File: config.mk
export PLATFORM = sky130hd
export DESIGN_NAME = ssram_qspi_burst
export DESIGN_NICKNAME = d
export VERILOG_FILES = /design/src/rtl/ssram_pkg.sv /design/src/rtl/ssram_sclk_tick.sv /design/src/rtl/ssram_qspi_burst.sv
export SDC_FILE = /design/constraint.sdc
export NUM_CORES = 1
export LEC_CHECK = 0
export BUFFER_PORTS_ARGS = -buffer_cell sky130_fd_sc_hd__buf_2
export CORE_ASPECT_RATIO = 1.4
export CORE_MARGIN = 5
export CORE_UTILIZATION = 57
export CTS_BUF_LIST = sky130_fd_sc_hd__clkbuf_16
export DETAILED_ROUTE_END_ITERATION = 16
export PLACE_DENSITY_LB_ADDON = 0.08
export SYNTH_ARGS = -nofsm -noshare
export SYNTH_HDL_FRONTEND = slang
export SYNTH_SLANG_ARGS = --single-unit
File: constraint.sdc
create_clock -name clk -period 2.8 [get_ports clk]
set_input_delay 0.28 -clock clk [delete_from_list [all_inputs] [get_ports clk]]
set_output_delay 0.28 -clock clk [all_outputs]
set_load 0.005 [all_outputs]
File: src/rtl/ssram_pkg.sv
// Shared constants and FSM state encoding for the quad-SPI serial SRAM controller.
package ssram_pkg;

  localparam logic [7:0] CMD_EQIO   = 8'h38;
  localparam logic [7:0] CMD_RSTQIO = 8'hFF;
  localparam logic [7:0] CMD_WRITE  = 8'h02;
  localparam logic [7:0] CMD_FREAD  = 8'h0B;

  localparam int ADDR_BITS = 24;

  typedef enum logic [3:0] {
    S_INIT_RSTQIO,
    S_INIT_GAP,
    S_INIT_EQIO,
    S_IDLE,
    S_CMD,
    S_ADDR,
    S_WDATA,
    S_DUMMY,
    S_RDATA,
    S_DESEL
  } state_t;

endpackage

File: src/rtl/ssram_sclk_tick.sv
// SCLK divider: alternating rise/fall tick enables every CLK_DIV clocks and the
// registered SCLK, held low whenever chip select is inactive.
module ssram_sclk_tick #(
  parameter int CLK_DIV = 1
) (
  input  logic clk,
  input  logic reset,
  input  logic cs_active,
  output logic tick_rise,
  output logic tick_fall,
  output logic sclk
);

  logic [3:0] div_cnt;
  logic       ph;
  logic       tick;

  assign tick      = (div_cnt == 4'd0);
  assign tick_rise = tick & ~ph;
  assign tick_fall = tick & ph;

  always_ff @(posedge clk or posedge reset) begin
    if (reset) begin
      div_cnt <= 4'(CLK_DIV - 1);
      ph      <= 1'b0;
      sclk    <= 1'b0;
    end else if (tick) begin
      div_cnt <= 4'(CLK_DIV - 1);
      ph      <= ~ph;
      // phase runs free so the deselect gap is measured in whole SCLK periods
      sclk    <= cs_active & ~ph;
    end else begin
      div_cnt <= div_cnt - 4'd1;
    end
  end

endmodule

File: src/rtl/ssram_qspi_burst.sv
// Quad-SPI serial SRAM burst controller with divided SCLK.
// Define SSRAM_RSTQIO_EN to send RSTQIO ahead of EQIO at initialisation.
//
// state         | meaning
// S_INIT_RSTQIO | quad 0xFF to drop a device left in QPI mode
// S_INIT_GAP    | raise CS for one SCLK before EQIO
// S_INIT_EQIO   | SPI-mode 0x38 on SIO0, SIO3 held high
// S_IDLE        | req_ready high, waiting for a request
// S_CMD         | two command nibbles
// S_ADDR        | six address nibbles, MSB first
// S_WDATA       | write bytes, high nibble first
// S_DUMMY       | bus released for DUMMY_CYC SCLKs
// S_RDATA       | sample read nibbles on SCLK rise
// S_DESEL       | raise CS, then hold it high one SCLK
module ssram_qspi_burst
  import ssram_pkg::*;
#(
  parameter int ADDR_W    = 19,
  parameter int LEN_W     = 8,
  parameter int DUMMY_CYC = 3,
  parameter int CLK_DIV   = 1
) (
  input  logic              clk,
  input  logic              reset,
  input  logic              req_valid,
  output logic              req_ready,
  input  logic              req_write,
  input  logic [ADDR_W-1:0] req_addr,
  input  logic [LEN_W-1:0]  req_len,
  input  logic [7:0]        wr_data,
  output logic              wr_ready,
  output logic [7:0]        rd_data,
  output logic              rd_valid,
  output logic              init_done,
  output logic              sram_sclk,
  output logic              sram_cs_n,
  output logic [3:0]        sram_sio_o,
  output logic [3:0]        sram_sio_oe,
  input  logic [3:0]        sram_sio_i
);

`ifdef SSRAM_RSTQIO_EN
  localparam state_t S_BOOT = S_INIT_RSTQIO;
`else
  localparam state_t S_BOOT = S_INIT_EQIO;
`endif

  state_t               state;
  logic [ADDR_BITS+7:0] sh;
  logic [3:0]           cnt;
  logic [LEN_W-1:0]     byte_cnt;
  logic                 is_write;
  logic                 half;
  logic [3:0]           nib_hold;
  logic                 tick_rise;
  logic                 tick_fall;

  ssram_sclk_tick #(.CLK_DIV(CLK_DIV)) u_tick (
    .clk       (clk),
    .reset     (reset),
    .cs_active (~sram_cs_n),
    .tick_rise (tick_rise),
    .tick_fall (tick_fall),
    .sclk      (sram_sclk)
  );

  always_ff @(posedge clk or posedge reset) begin
    if (reset) begin
      state       <= S_BOOT;
      sh          <= '0;
      cnt         <= '0;
      byte_cnt    <= '0;
      is_write    <= 1'b0;
      half        <= 1'b0;
      nib_hold    <= '0;
      sram_cs_n   <= 1'b1;
      sram_sio_o  <= '0;
      sram_sio_oe <= '0;
      req_ready   <= 1'b0;
      wr_ready    <= 1'b0;
      rd_valid    <= 1'b0;
      rd_data     <= '0;
      init_done   <= 1'b0;
    end else begin
      wr_ready <= 1'b0;
      rd_valid <= 1'b0;
      case (state)
`ifdef SSRAM_RSTQIO_EN
        S_INIT_RSTQIO: if (tick_fall) begin
          sram_sio_oe <= 4'hF;
          if (sram_cs_n) begin
            sram_cs_n  <= 1'b0;
            sram_sio_o <= CMD_RSTQIO[7:4];
          end else begin
            sram_sio_o <= CMD_RSTQIO[3:0];
            state      <= S_INIT_GAP;
          end
        end
        S_INIT_GAP: if (tick_fall) begin
          sram_cs_n   <= 1'b1;
          sram_sio_o  <= '0;
          sram_sio_oe <= '0;
          state       <= S_INIT_EQIO;
        end
`endif
        S_INIT_EQIO: if (tick_fall) begin
          sram_sio_oe <= 4'b1001;
          if (sram_cs_n) begin
            sram_cs_n  <= 1'b0;
            sram_sio_o <= {1'b1, 2'b00, CMD_EQIO[7]};
            cnt        <= 4'd6;
          end else begin
            sram_sio_o <= {1'b1, 2'b00, CMD_EQIO[cnt[2:0]]};
            if (cnt == 4'd0) state <= S_DESEL;
            else             cnt   <= cnt - 4'd1;
          end
        end
        S_IDLE: if (req_valid && req_ready) begin
          req_ready <= 1'b0;
          is_write  <= req_write;
          byte_cnt  <= req_len;
          sh        <= {(req_write ? CMD_WRITE : CMD_FREAD),
                        {(ADDR_BITS-ADDR_W){1'b0}}, req_addr};
          state     <= S_CMD;
        end
        S_CMD: if (tick_fall) begin
          sram_sio_oe <= 4'hF;
          sram_sio_o  <= sh[ADDR_BITS+7 -: 4];
          sh          <= {sh[ADDR_BITS+3:0], 4'h0};
          if (sram_cs_n) begin
            sram_cs_n <= 1'b0;
          end else begin
            state <= S_ADDR;
            cnt   <= 4'd5;
          end
        end
        S_ADDR: if (tick_fall) begin
          sram_sio_o <= sh[ADDR_BITS+7 -: 4];
          sh         <= {sh[ADDR_BITS+3:0], 4'h0};
          if (cnt == 4'd0) begin
            state <= is_write ? S_WDATA : S_DUMMY;
            half  <= 1'b0;
            // one extra tick: the last DUMMY tick launches the first read cycle
            cnt   <= 4'(DUMMY_CYC);
          end else begin
            cnt <= cnt - 4'd1;
          end
        end
        S_WDATA: if (tick_fall) begin
          if (!half) begin
            sram_sio_o <= wr_data[7:4];
            nib_hold   <= wr_data[3:0];
            wr_ready   <= 1'b1;
            half       <= 1'b1;
          end else begin
            sram_sio_o <= nib_hold;
            half       <= 1'b0;
            if (byte_cnt == '0) state    <= S_DESEL;
            else                byte_cnt <= byte_cnt - LEN_W'(1);
          end
        end
        S_DUMMY: if (tick_fall) begin
          sram_sio_oe <= '0;
          sram_sio_o  <= '0;
          if (cnt == 4'd0) state <= S_RDATA;
          else             cnt   <= cnt - 4'd1;
        end
        S_RDATA: if (tick_rise) begin
          if (!half) begin
            nib_hold <= sram_sio_i;
            half     <= 1'b1;
          end else begin
            rd_data  <= {nib_hold, sram_sio_i};
            rd_valid <= 1'b1;
            half     <= 1'b0;
            if (byte_cnt == '0) state    <= S_DESEL;
            else                byte_cnt <= byte_cnt - LEN_W'(1);
          end
        end
        S_DESEL: if (tick_fall) begin
          if (!sram_cs_n) begin
            sram_cs_n   <= 1'b1;
            sram_sio_o  <= '0;
            sram_sio_oe <= '0;
            init_done   <= 1'b1;
          end else begin
            state     <= S_IDLE;
            req_ready <= 1'b1;
          end
        end
        default: state <= S_BOOT;
      endcase
    end
  end

endmodule
# Word level (Yosys, flattened, before mapping)
# Memory sizes are Yosys's and may differ from the RTL's.
# Index checks and enable logic that the tools add are counted.
dict set report totals {
  reg_bits 81
  romBits 8
  input_bits 43
  out_inout_bits 22
  wordCells 155
  memories 1
}
# name words width read_ports rd_ports_with_merged_regs wr line_no
set mem_list {}
lappend mem_list {{(no name shown)} 8 1 1 0 0 ssram_qspi_burst.sv:113} ;# sram_sio_o <= {1'b1, 2'b00, CMD_EQIO[cnt[2:0]]};
dict set report op_classes {
  n_addsub 3
  n_lt_le_gt_ge 1
  n_eq_ne 27
  mux 72
  n_bitwise 5
  n_reduce_logical 28
}
# operator count
set ops {}
lappend ops {{two-way mux 4 bit} 37}
lappend ops {{two-way mux 32 bit} 2}
lappend ops {{case mux 32 bit (2 select lines)} 1}
lappend ops {{two-way mux 8 bit} 5}
lappend ops {{!= test 2 bit (second input constant)} 17}
lappend ops {{case mux 4 bit (4 select lines)} 2}
lappend ops {{case mux 4 bit (8 select lines)} 1}
lappend ops {{case mux 8 bit (3 select lines)} 1}
lappend ops {{case mux 4 bit (5 select lines)} 1}
lappend ops {{two-way mux 1 bit} 18}
lappend ops {{== test 4 x 3 -> 1 bit (second input constant)} 4}
lappend ops {{AND reduction 14 bit} 1}
lappend ops {{AND reduction 3 bit} 4}
lappend ops {{AND reduction 6 bit} 2}
lappend ops {{AND reduction 5 bit} 2}
lappend ops {{== test 4 x 2 -> 1 bit (second input constant)} 2}
lappend ops {{== test 4 bit (second input constant)} 2}
lappend ops {{logical NOT 4 bit} 2}
lappend ops {{logical NOT 8 bit} 1}
lappend ops {{case mux 4 bit (2 select lines)} 1}
lappend ops {{AND reduction 4 bit} 2}
lappend ops {{nonzero test 2 bit} 4}
lappend ops {{nonzero test 4 bit} 2}
lappend ops {{subtractor 4 x 1 -> 4 bit (second input constant)} 2}
lappend ops {{other kinds (13)} 20}

# Longest topological paths before layout
# Gate-level depths: netlist of the first run.
dict set report logic_depth {
  word_depth 5
  mapped_depth 9
  depth_no_buf 9
}

# Hierarchy
# From an unflattened synthesis of the first run, not the netlist that was laid out.
dict set report hier_totals {
  cells_unflattened 432
  hier_area_um2 4167.7
}
# mod n_inst cells_each area_per_inst_um2 seq_area_each_um2
set by_module_without_submodules {}
lappend by_module_without_submodules {ssram_qspi_burst 1 411 3902.5 1829.3}
lappend by_module_without_submodules {ssram_sclk_tick 1 21 265.3 150.1}

# Worst setup path after synthesis of the first run
# Ideal clock, no wire load.
dict set report synth_path {
  kind {reg2reg}
  start {reg state[1]}
  end {reg byte_cnt[3]}
  setup_time_ns 0.121
  arrival_ns 1.985
  t_required_ns 2.679
  setup_slack_ns 0.694
  stages_incl_launch_ff 9
  n_path_buf 2
  period_less_slack_ns 2.106
  path_cell_list {dfstp_2 -> buf_2 -> nand4bb_1 -> clkbuf_1 -> nor2b_2 -> a31o_1 -> a211oi_4 -> o21ai_1 -> a22o_1}
}
dict set report synth_between {
  elab_chain_cells 3
  word_cells_on_any_way 9
  classes_between {eq/ne: 6; mux: 1; reduce/logical: 2}
}
# element line_no
set synth_rtl {}
lappend synth_rtl {{start, declared} ssram_qspi_burst.sv:48} ;# state_t state;
lappend synth_rtl {{start signal, assigned} ssram_qspi_burst.sv:141} ;# state <= is_write ? S_WDATA : S_DUMMY;
lappend synth_rtl {{== test 4 bit, or another cell as far along} ssram_qspi_burst.sv:87} ;# case (state)
lappend synth_rtl {{!= test 2 bit (no line) or nonzero test 3 bit (tied branches)} -}
lappend synth_rtl {{AND reduction 4 bit (no line)} -}
lappend synth_rtl {{end signal, assigned} ssram_qspi_burst.sv:121} ;# byte_cnt <= req_len;
lappend synth_rtl {{end signal, assigned} ssram_qspi_burst.sv:159} ;# else byte_cnt <= byte_cnt - LEN_W'(1);
lappend synth_rtl {{end signal, assigned} ssram_qspi_burst.sv:177} ;# else byte_cnt <= byte_cnt - LEN_W'(1);
lappend synth_rtl {{end, declared} ssram_qspi_burst.sv:51} ;# logic [LEN_W-1:0] byte_cnt;
# Parallel ways exist; a longest one is shown, timed or not.
# A chain may end at the register's enable or synchronous reset.

# Final worst setup path of the first run
dict set report layout_path {
  start {reg state[2]}
  end {reg sh[14]}
}
dict set report layout_between {
  elab_chain_cells 4
  word_cells_on_any_way 9
  classes_between {eq/ne: 5; mux: 1; reduce/logical: 3}
}
# element line_no
set layout_rtl {}
lappend layout_rtl {{== test 4 x 3 -> 1 bit} ssram_qspi_burst.sv:87}
lappend layout_rtl {{OR reduction 2 bit (no line)} -}
lappend layout_rtl {{!= test 2 x 1 -> 1 bit (no line) or nonzero test 2 bit (tied branches)} -}
lappend layout_rtl {{AND reduction 3 bit (no line)} -}
lappend layout_rtl {{end signal, assigned} ssram_qspi_burst.sv:122} ;# sh <= {(req_write ? CMD_WRITE : CMD_FREAD),
lappend layout_rtl {{end signal, assigned} ssram_qspi_burst.sv:129} ;# sh <= {sh[ADDR_BITS+3:0], 4'h0};
lappend layout_rtl {{end signal, assigned} ssram_qspi_burst.sv:139} ;# sh <= {sh[ADDR_BITS+3:0], 4'h0};
lappend layout_rtl {{end, declared} ssram_qspi_burst.sv:49} ;# logic [ADDR_BITS+7:0] sh;
# Parallel ways exist; a longest one is shown, timed or not.

==> metrics.txt, run 1 <==
Layout area overhead 17.3%; # DRC 0; Top delay family on crit path simple AND/OR/NAND/NOR gates; CTS max path bufs 2; final hold violations 0; critical path class reg -> reg; final period utilization 0.867; CP peak stage delay 700 ps; Die H 110 µm; Vias 3,355; largest net degree at the start of global routing 58; Core Area 6940 µm²; Slew Viols, Final 0; CP Cell Sequence nor2b_1 -> and2_1 -> buf_4 -> mux2i_1 -> o21ai_0; CTS tree done; # IOs 65; Syn. warnings 0; Synthesized Nets 483; hold crit path type in -> async; slew at the pin with the worst max-slew slack 703 ps; Worst-path clk slew 60 ps; multi-input logic area 1900 µm²; Async SR Flop Fraction 1.00; slowest CP cell dfrtp_1; worst skew pair latency 340 ps; worst path buffer plus inverter count 1; RSZ-0062 raised after global routing no; Die W 81.3 µm; Peak Freq 412 MHz; Final ANT Viol Nets 0; PortBufs 64; count leader, synth nand2_1; post-route minimum period 2430 ps; # Max-Cap Violations 0; GRT Total Usage 0.227; peak supply drop 0.567 mV; clock skew 7.60 ps; Post-Syn Area 4060 µm²; Pre-antenna DRT Iters 5; final non-filler cell total 594; routability cong. 0.910; TNS Setup 0 ps; GRT overflow 0; static leakage 2.21 nW; leading area contributor after synthesis dfrtp_1; H-tree Lvls 3; placed insts 579; HPWL after DPL 6.61 mm; die area 8930 µm²; Antenna diodes 0; Worst Setup End Kind register; final WL 9.31 mm; Final Cell Area 4760 µm²; share of cells above drive strength 1 0.216; Synth area leaders dfrtp_1, nand2_1, o21ai_0; Mapped Cells 435; first-pass GRT wire length 15.6 mm; DR iter-0 viols 305; ys flop type dfrtp_1; vias in the first global route 3,349; Final Setup Violations 0; relative slew slack 0.531; Initial Util 0.585; Final nets 543; status complete, no violations; Required @ worst endpoint 2990 ps; postcts setup bufs 0; Pwr Density 1080 nW/µm²; Routed WL per cell 15.7 µm; synthesis-stage register bit count 79; clk sinks 79; row count 36; Synth Area per Inst 9.33 µm²; via-per-instance ratio 5.65; critical path arrival 2620 ps; post-synth top area share 0.475; hold buffer count at cts 0; sequential share of the synthesized area 0.488; dpl cell area 4480 µm²; root buf cell clkbuf_16; Filler Cells Inserted 588; Power, Total 5.13 mW; TritonCTS Buffers 9; Post-synth EDFFs 0; Sequential Area 1980 µm²; synth unique cells 63; initial antenna violation count 0; Post-Route Utilization 0.686; post-CTS resize count 0; Setup crit start kind register; synth cell count leaders nand2_1, dfrtp_1, o21ai_0; worst-path fanout max 28
## sequential cells by signal, summed over array words and instances, names as in the netlist
| register | cells |
|---|---|
| byte_cnt | 8 |
| u_tick.div_cnt | 4 |
| sram_sio_oe | 2 |
| half | 1 |
| sh | 32 |
| u_tick.ph | 1 |
| rd_valid | 1 |
| rd_data | 8 |
| cnt | 4 |
| is_write | 1 |
| u_tick.sclk | 1 |
| wr_ready | 1 |
| nib_hold | 4 |
| req_ready | 1 |
| init_done | 1 |
| state | 4 |
| sram_cs_n | 1 |
| sram_sio_o | 4 |
## cell type report
type,count,area share
Clock inverter,6,0.0116
Clock buffer,9,0.0473
Multi-Input combinational cell,314,0.399
Timing Repair Buffer,76,0.0888
Sequential cell,79,0.416
Inverter,15,0.0121
Tap cell,95,0.0250
## cell usage in the layout, fill, tap and decap left out, types with 4 or more instances in the layout
cell type,n
nor2b_1,7
o21ai_0,49
mux2i_1,24
clkbuf_16,9
a21oi_1,21
nand3_1,6
a22o_1,11
dfrtp_1,77
nand2_1,83
nor3_1,6
buf_4,11
inv_1,15
a31oi_1,4
buf_2,64
ha_1,5
o31ai_1,7
nor2_1,30
## layer usage
layer | wire length (µm) | GRT usage | vias to the layer above
met5 | 0 | 0 | -
met4 | 253 | 0.122 | 0
met3 | 415 | 0.0393 | 20
met2 | 4800 | 0.381 | 81
met1 | 3840 | 0.275 | 1610
li1 | - | - | 1644
## metrics by stage
step / setup slack, ps / hold WS (ps)
global placement: 385 / 412
detailed placement: 371 / 405
global route: 185 / 86.9
CTS: 357 / 50.1
floorplan: 500 / 385
finish: 373 / 24.6
## kinds of logic (layout without fill, tap and decap cells)
| kind of cell | count (synthesis) | count (layout) | synth area share |
|---|---|---|---|
| AO/OA/AOI/OAI | 121 | 121 | 0.189 |
| flip-flops | 79 | 79 | 0.488 |
| buffers and inverters | 42 | 106 | 0.0475 |
| multiplexers | 27 | 27 | 0.0675 |
| XOR/XNOR | 2 | 2 | 0.00432 |
| adder cells (fa/ha/maj) | 5 | 5 | 0.0154 |
| AND/OR/NAND/NOR | 159 | 159 | 0.188 |
## path summary, 6_finish.rpt
path,slack [ps],startpoint,cells after the start,endpoint
min in group clk,150,sram_sio_i[3],3,rd_data[3]$_DFFE_PP0P_
max,370,state[2]$_DFFE_PP0P_,5,sh[14]$_DFFE_PP0P_
min reg2reg,460,init_done$_DFFE_PP0P_,2,init_done$_DFFE_PP0P_
max reg2reg,370,state[2]$_DFFE_PP0P_,5,sh[14]$_DFFE_PP0P_
min,20,reset,2,sh[2]$_DFFE_PP0P_
max in group asynchronous,2060,reset,3,sram_cs_n$_DFFE_PP1P_
## worst register-to-register path, delay by kind of cell, from the launching register on
kind            cells  cell delay [ps]
simple gates        2              830
flops               1              700
buf+inv             1              390
mux                 1              270
compound gates      1              100
## where the power goes
group | internal, mW | total [mW] | switching [mW]
Sequential | 1.60 | 2.03 | 0.426
Combinational | 0.887 | 1.98 | 1.09
Clock | 0.675 | 1.12 | 0.446
Total | 3.16 | 5.13 | 1.97
No activity file was read; power rests on OpenSTA's default activity.
==> run 2: changes to the inputs <==
--- a/config.mk
+++ b/config.mk
@@ -9,3 +9,3 @@
 export CORE_ASPECT_RATIO = 1.4
-export CORE_MARGIN = 5
+export CORE_MARGIN = 1
 export CORE_UTILIZATION = 57
--- a/constraint.sdc
+++ b/constraint.sdc
@@ -3,2 +3,2 @@
 set_output_delay 0.28 -clock clk [all_outputs]
-set_load 0.005 [all_outputs]
+set_load 0.02 [all_outputs]
==> run 2 against run 1 <==
  * Global-route usage rose by 3.6 points
  * Largest power group is now combinational cells
  * Worst hold slack improved by 4.9 ps
  * Sequential cell count did not move
  * Sequential power barely moved
==> metrics.txt, run 2 (synthesis gave the netlist of run 1 again) <==
internal power 3.09 mW; slowest CP cell nor3b_1; worst-path fanout max 7; multi-input logic area 1900 µm²; sequential share of power 0.389; critical path arrival 2550 ps; Top delay family on crit path simple AND/OR/NAND/NOR gates; static leakage 2.22 nW; worst skew pair latency 330 ps; CP peak stage delay 430 ps; row count 36; TNS Setup 0 ps; commonest non-fill, non-tap cells in the layout nand2_1, dfrtp_1, buf_2, o21ai_0, nor2_1; slew at the pin with the worst max-slew slack 638 ps; Initial Util 0.585; final hold violations 0; Worst Setup End Kind register; routability cong. 0.858; critical path class reg -> reg; # DRC 0; hold buffer count at cts 0; Pre-antenna DRT Iters 4; Filler Cells Inserted 553; dpl cell area 4530 µm²; switching power 2.09 mW; via-per-instance ratio 5.55; initial antenna violation count 0; Final WS setup 452 ps; Layout area overhead 17.8%; CP Cell Sequence inv_1 -> ha_1 -> nor3b_1 -> inv_1 -> o311ai_1 -> nand4b_1 -> o21ai_0 -> o21ai_0; GRT overflow 0; RSZ-0062 raised after global routing no; die area 7470 µm²; hold crit path type in -> async; postcts setup bufs 0; Final nets 546; final non-filler cell total 598; Routed WL per cell 15.1 µm; placed insts 582; Final Cell Area 4780 µm²; TritonCTS Buffers 9; HPWL after DPL 6.39 mm; final period utilization 0.839; commonest non-fill, non-tap cell in the layout nand2_1; Clock Power Share 0.197; Net Sw Frac 0.404; Core Area 6940 µm²; Final Setup Violations 0; Setup crit start kind register; logic gate share of total power 0.414; status complete, no violations; Peak Freq 426 MHz; GRT Total Usage 0.263; DR iter-0 viols 260; Slew Viols, Final 0; largest net degree at the start of global routing 53; H-tree Lvls 3; peak supply drop 0.588 mV; Post-Route Utilization 0.690; CTS max path bufs 2; # Max-Cap Violations 0; root buf cell clkbuf_16; vias in the first global route 3,153; Pwr Density 1080 nW/µm²; Die W 73.3 µm; # IOs 65; Reg with most FFs sh; Vias 3,318; Sequential Area 1980 µm²; worst path buffer plus inverter count 2; Die H 102 µm; Largest regs sh (32), byte_cnt (8), rd_data (8); worst slack at placement 521 ps; Final ANT Viol Nets 0; PortBufs 64; relative slew slack 0.573; Worst-path clk slew 60 ps; clock skew 4.69 ps; first-pass GRT wire length 14.9 mm; post-route minimum period 2350 ps; final WL 9.04 mm; Antenna diodes 0; max reg flops 32; share of cells above drive strength 1 0.217; clk sinks 79; post-CTS resize count 0; Required @ worst endpoint 3000 ps; CTS tree done
-- run 2: area by class of cell --
| type | instances | share of cell area |
|---|---|---|
| Clock inverter | 7 | 0.00654 |
| Tap cell | 95 | 0.0248 |
| Timing Repair Buffer | 79 | 0.0984 |
| Multi-Input combinational cell | 314 | 0.398 |
| Sequential cell | 79 | 0.414 |
| Clock buffer | 9 | 0.0471 |
| Inverter | 15 | 0.0118 |
-- run 2: routing by layer --
metal	part of all wire	GRT usage
met2	0.50	0.439
met1	0.42	0.335
met5	0	0
met4	0.028	0.112
met3	0.044	0.0483
-- run 2: through the flow --
step                power, mW  hold WS (ps)
floorplan                3.58           385
global placement         4.09           380
detailed placement       4.17           402
CTS                      5.20          50.9
global route             5.57          91.2
finish                   5.19          29.5
-- run 2: path summary, 6_finish.rpt --
path,cells after the start,slack [ps],endpoint,from
min in group clk,3,160,rd_data[0]$_DFFE_PP0P_,sram_sio_i[0]
max reg2reg,8,450,state[0]$_DFFE_PP0P_,cnt[1]$_DFFE_PP0P_
max in group asynchronous,3,2030,sram_cs_n$_DFFE_PP1P_,reset
max,8,450,state[0]$_DFFE_PP0P_,cnt[1]$_DFFE_PP0P_
min reg2reg,2,470,rd_data[3]$_DFFE_PP0P_,rd_data[3]$_DFFE_PP0P_
min,2,30,sh[0]$_DFFE_PP0P_,reset
-- run 2: power groups by stage --
stage | Clock (mW) | Sequential (mW) | Combinational (mW)
after floorplan | 0 | 1.98 | 1.60
after CTS | 1.04 | 2.02 | 2.14
final | 1.02 | 2.02 | 2.15
after global placement | 0 | 2.01 | 2.08
after global routing | 1.08 | 2.09 | 2.40
after detailed placement | 0 | 2.04 | 2.13
==> run 3: changes to the inputs <==
- CORE_UTILIZATION: 57 -> 51
- clock period: 2.8 -> 2.16 ns (I/O delays scaled with it)
==> run 3 against run 2 <==
  * First-iteration DRC count down 37%
  * Sequential power up 22%
  * Global-route usage down 1.8 points
  * Power up 42%
  * Die area up 11%
  * Critical endpoint is now cnt[1]$_DFFE_PP0P_
==> metrics.txt, run 3 (synthesis gave the netlist of run 1 again) <==
Pre-antenna DRT Iters 4; Core Area 7750 µm²; worst slack at placement 93.3 ps; PortBufs 64; # Max-Cap Violations 0; GRT overflow 0; static leakage 2.37 nW; postcts setup bufs 0; # DRC 0; Final nets 573; TNS Setup 0 ps; die area 8320 µm²; Antenna diodes 0; largest net degree at the start of global routing 33; relative slew slack 0.535; Worst-path clk slew 60 ps; crit path from u_tick.div_cnt[2]$_DFF_PP0_; via-per-instance ratio 5.52; GRT Total Usage 0.246; Layout area overhead 25.3%; worst-path fanout max 8; DR iter-0 viols 163; H-tree Lvls 3; CP peak stage delay 420 ps; hold path start sram_sio_i[0]; Die W 77.4 µm; Setup crit start kind register; # IOs 65; worst skew pair latency 340 ps; critical path class reg -> reg; CTS tree done; Worst Setup End Kind register; Slew Viols, Final 0; first-pass GRT wire length 15.8 mm; CP Cell Sequence nor4_2 -> buf_4 -> nand2_2 -> buf_4 -> nor4b_4 -> inv_2 -> a31oi_2 -> a2bb2oi_1; clk sinks 79; clock skew 7.93 ps; Routed WL per cell 15.2 µm; slew at the pin with the worst max-slew slack 696 ps; routability cong. 0.833; Die H 108 µm; Final WS setup 90.7 ps; Reg with most FFs sh; post-route minimum period 2070 ps; TritonCTS Buffers 9; initial antenna violation count 0; Peak Freq 483 MHz; HPWL after DPL 6.88 mm; vias in the first global route 3,363; dpl cell area 4730 µm²; CP dominant cell by count buf_4; Vias 3,478; final period utilization 0.958; commonest non-fill, non-tap cell in the layout nand2_1; peak supply drop 0.665 mV; CTS max path bufs 2; hold crit path type in -> reg; worst r2r src u_tick.div_cnt[2]$_DFF_PP0_; final hold violations 0; Largest regs sh (32), byte_cnt (8), rd_data (8); Required @ worst endpoint 2420 ps; FF-to-FF setup slack 90 ps; critical path arrival 2330 ps; share of cells above drive strength 1 0.272; final WL 9.58 mm; root buf cell clkbuf_16; commonest non-fill, non-tap cells in the layout nand2_1, dfrtp_1, buf_2, o21ai_0, buf_4; max reg flops 32; row count 38; RSZ-0062 raised after global routing yes; Initial Util 0.524; Final Setup Violations 0; Final ANT Viol Nets 0; slowest CP cell dfrtp_1; status complete, no violations; Final Cell Area 5090 µm²; Pwr Density 1440 nW/µm²
[run 3: power breakdown]
part	total [mW]	internal, mW	leakage [nW]	switching (mW)
Clock	1.61	1.00	0.154	0.606
Combinational	3.27	1.41	1.25	1.86
Sequential	2.47	2.07	0.971	0.396
Total	7.34	4.48	2.37	2.86
[run 3: final timing paths]
check / endpoint / cells after the start
worst max-delay path: cnt[1]$_DFFE_PP0P_ / 8
worst min-delay path: rd_data[0]$_DFFE_PP0P_ / 3
worst max register to register: cnt[1]$_DFFE_PP0P_ / 8
worst min register to register: sh[23]$_DFFE_PP0P_ / 2
max in group asynchronous: sram_cs_n$_DFFE_PP1P_ / 4
min in group asynchronous: sh[13]$_DFFE_PP0P_ / 3
[run 3: worst max-delay path, delay by kind of cell (launching register included)]
kind	cells	cell delay, ps
buffers and inverters	3	480
flip-flops	1	420
AND/OR/NAND/NOR	3	740
AO/OA/AOI/OAI	2	350
[run 3: metrics by stage]
stage          total power, mW  hold slack, ps  cells   util
2_1_floorplan             4.65             321    435      -
3_3_place_gp              5.56             352    613  0.611
3_5_place_dp              5.65             354    613  0.611
4_1_cts                   7.30            82.4    630  0.652
5_1_grt                   7.85            94.0    630  0.656
6_report                  7.34            90.7    630  0.656
[run 3: timing repair]
item | 4_1_cts | 5_1_grt
endpoints found under the setup margin | 0 | 7
hold buffers | 1 | 0
gates resized for setup | 0 | 9
hold endpoints to repair | 25 | 0
[run 3: cell type report]
cell class	instances	area, µm²
clock inverter	7	88.8
timing repair buffer	106	676
clock buffer	9	225
sequential	79	1980
fill	647	2660
multi-input combinational	314	1930
tap	100	125
inverter	15	60.1
[run 3: routing by layer]
layer	part of all wire	GRT usage	up-vias
met5	0	0	-
met4	0.025	0.129	0
met3	0.036	0.0347	18
met2	0.53	0.429	98
met1	0.41	0.291	1650
li1	-	-	1712
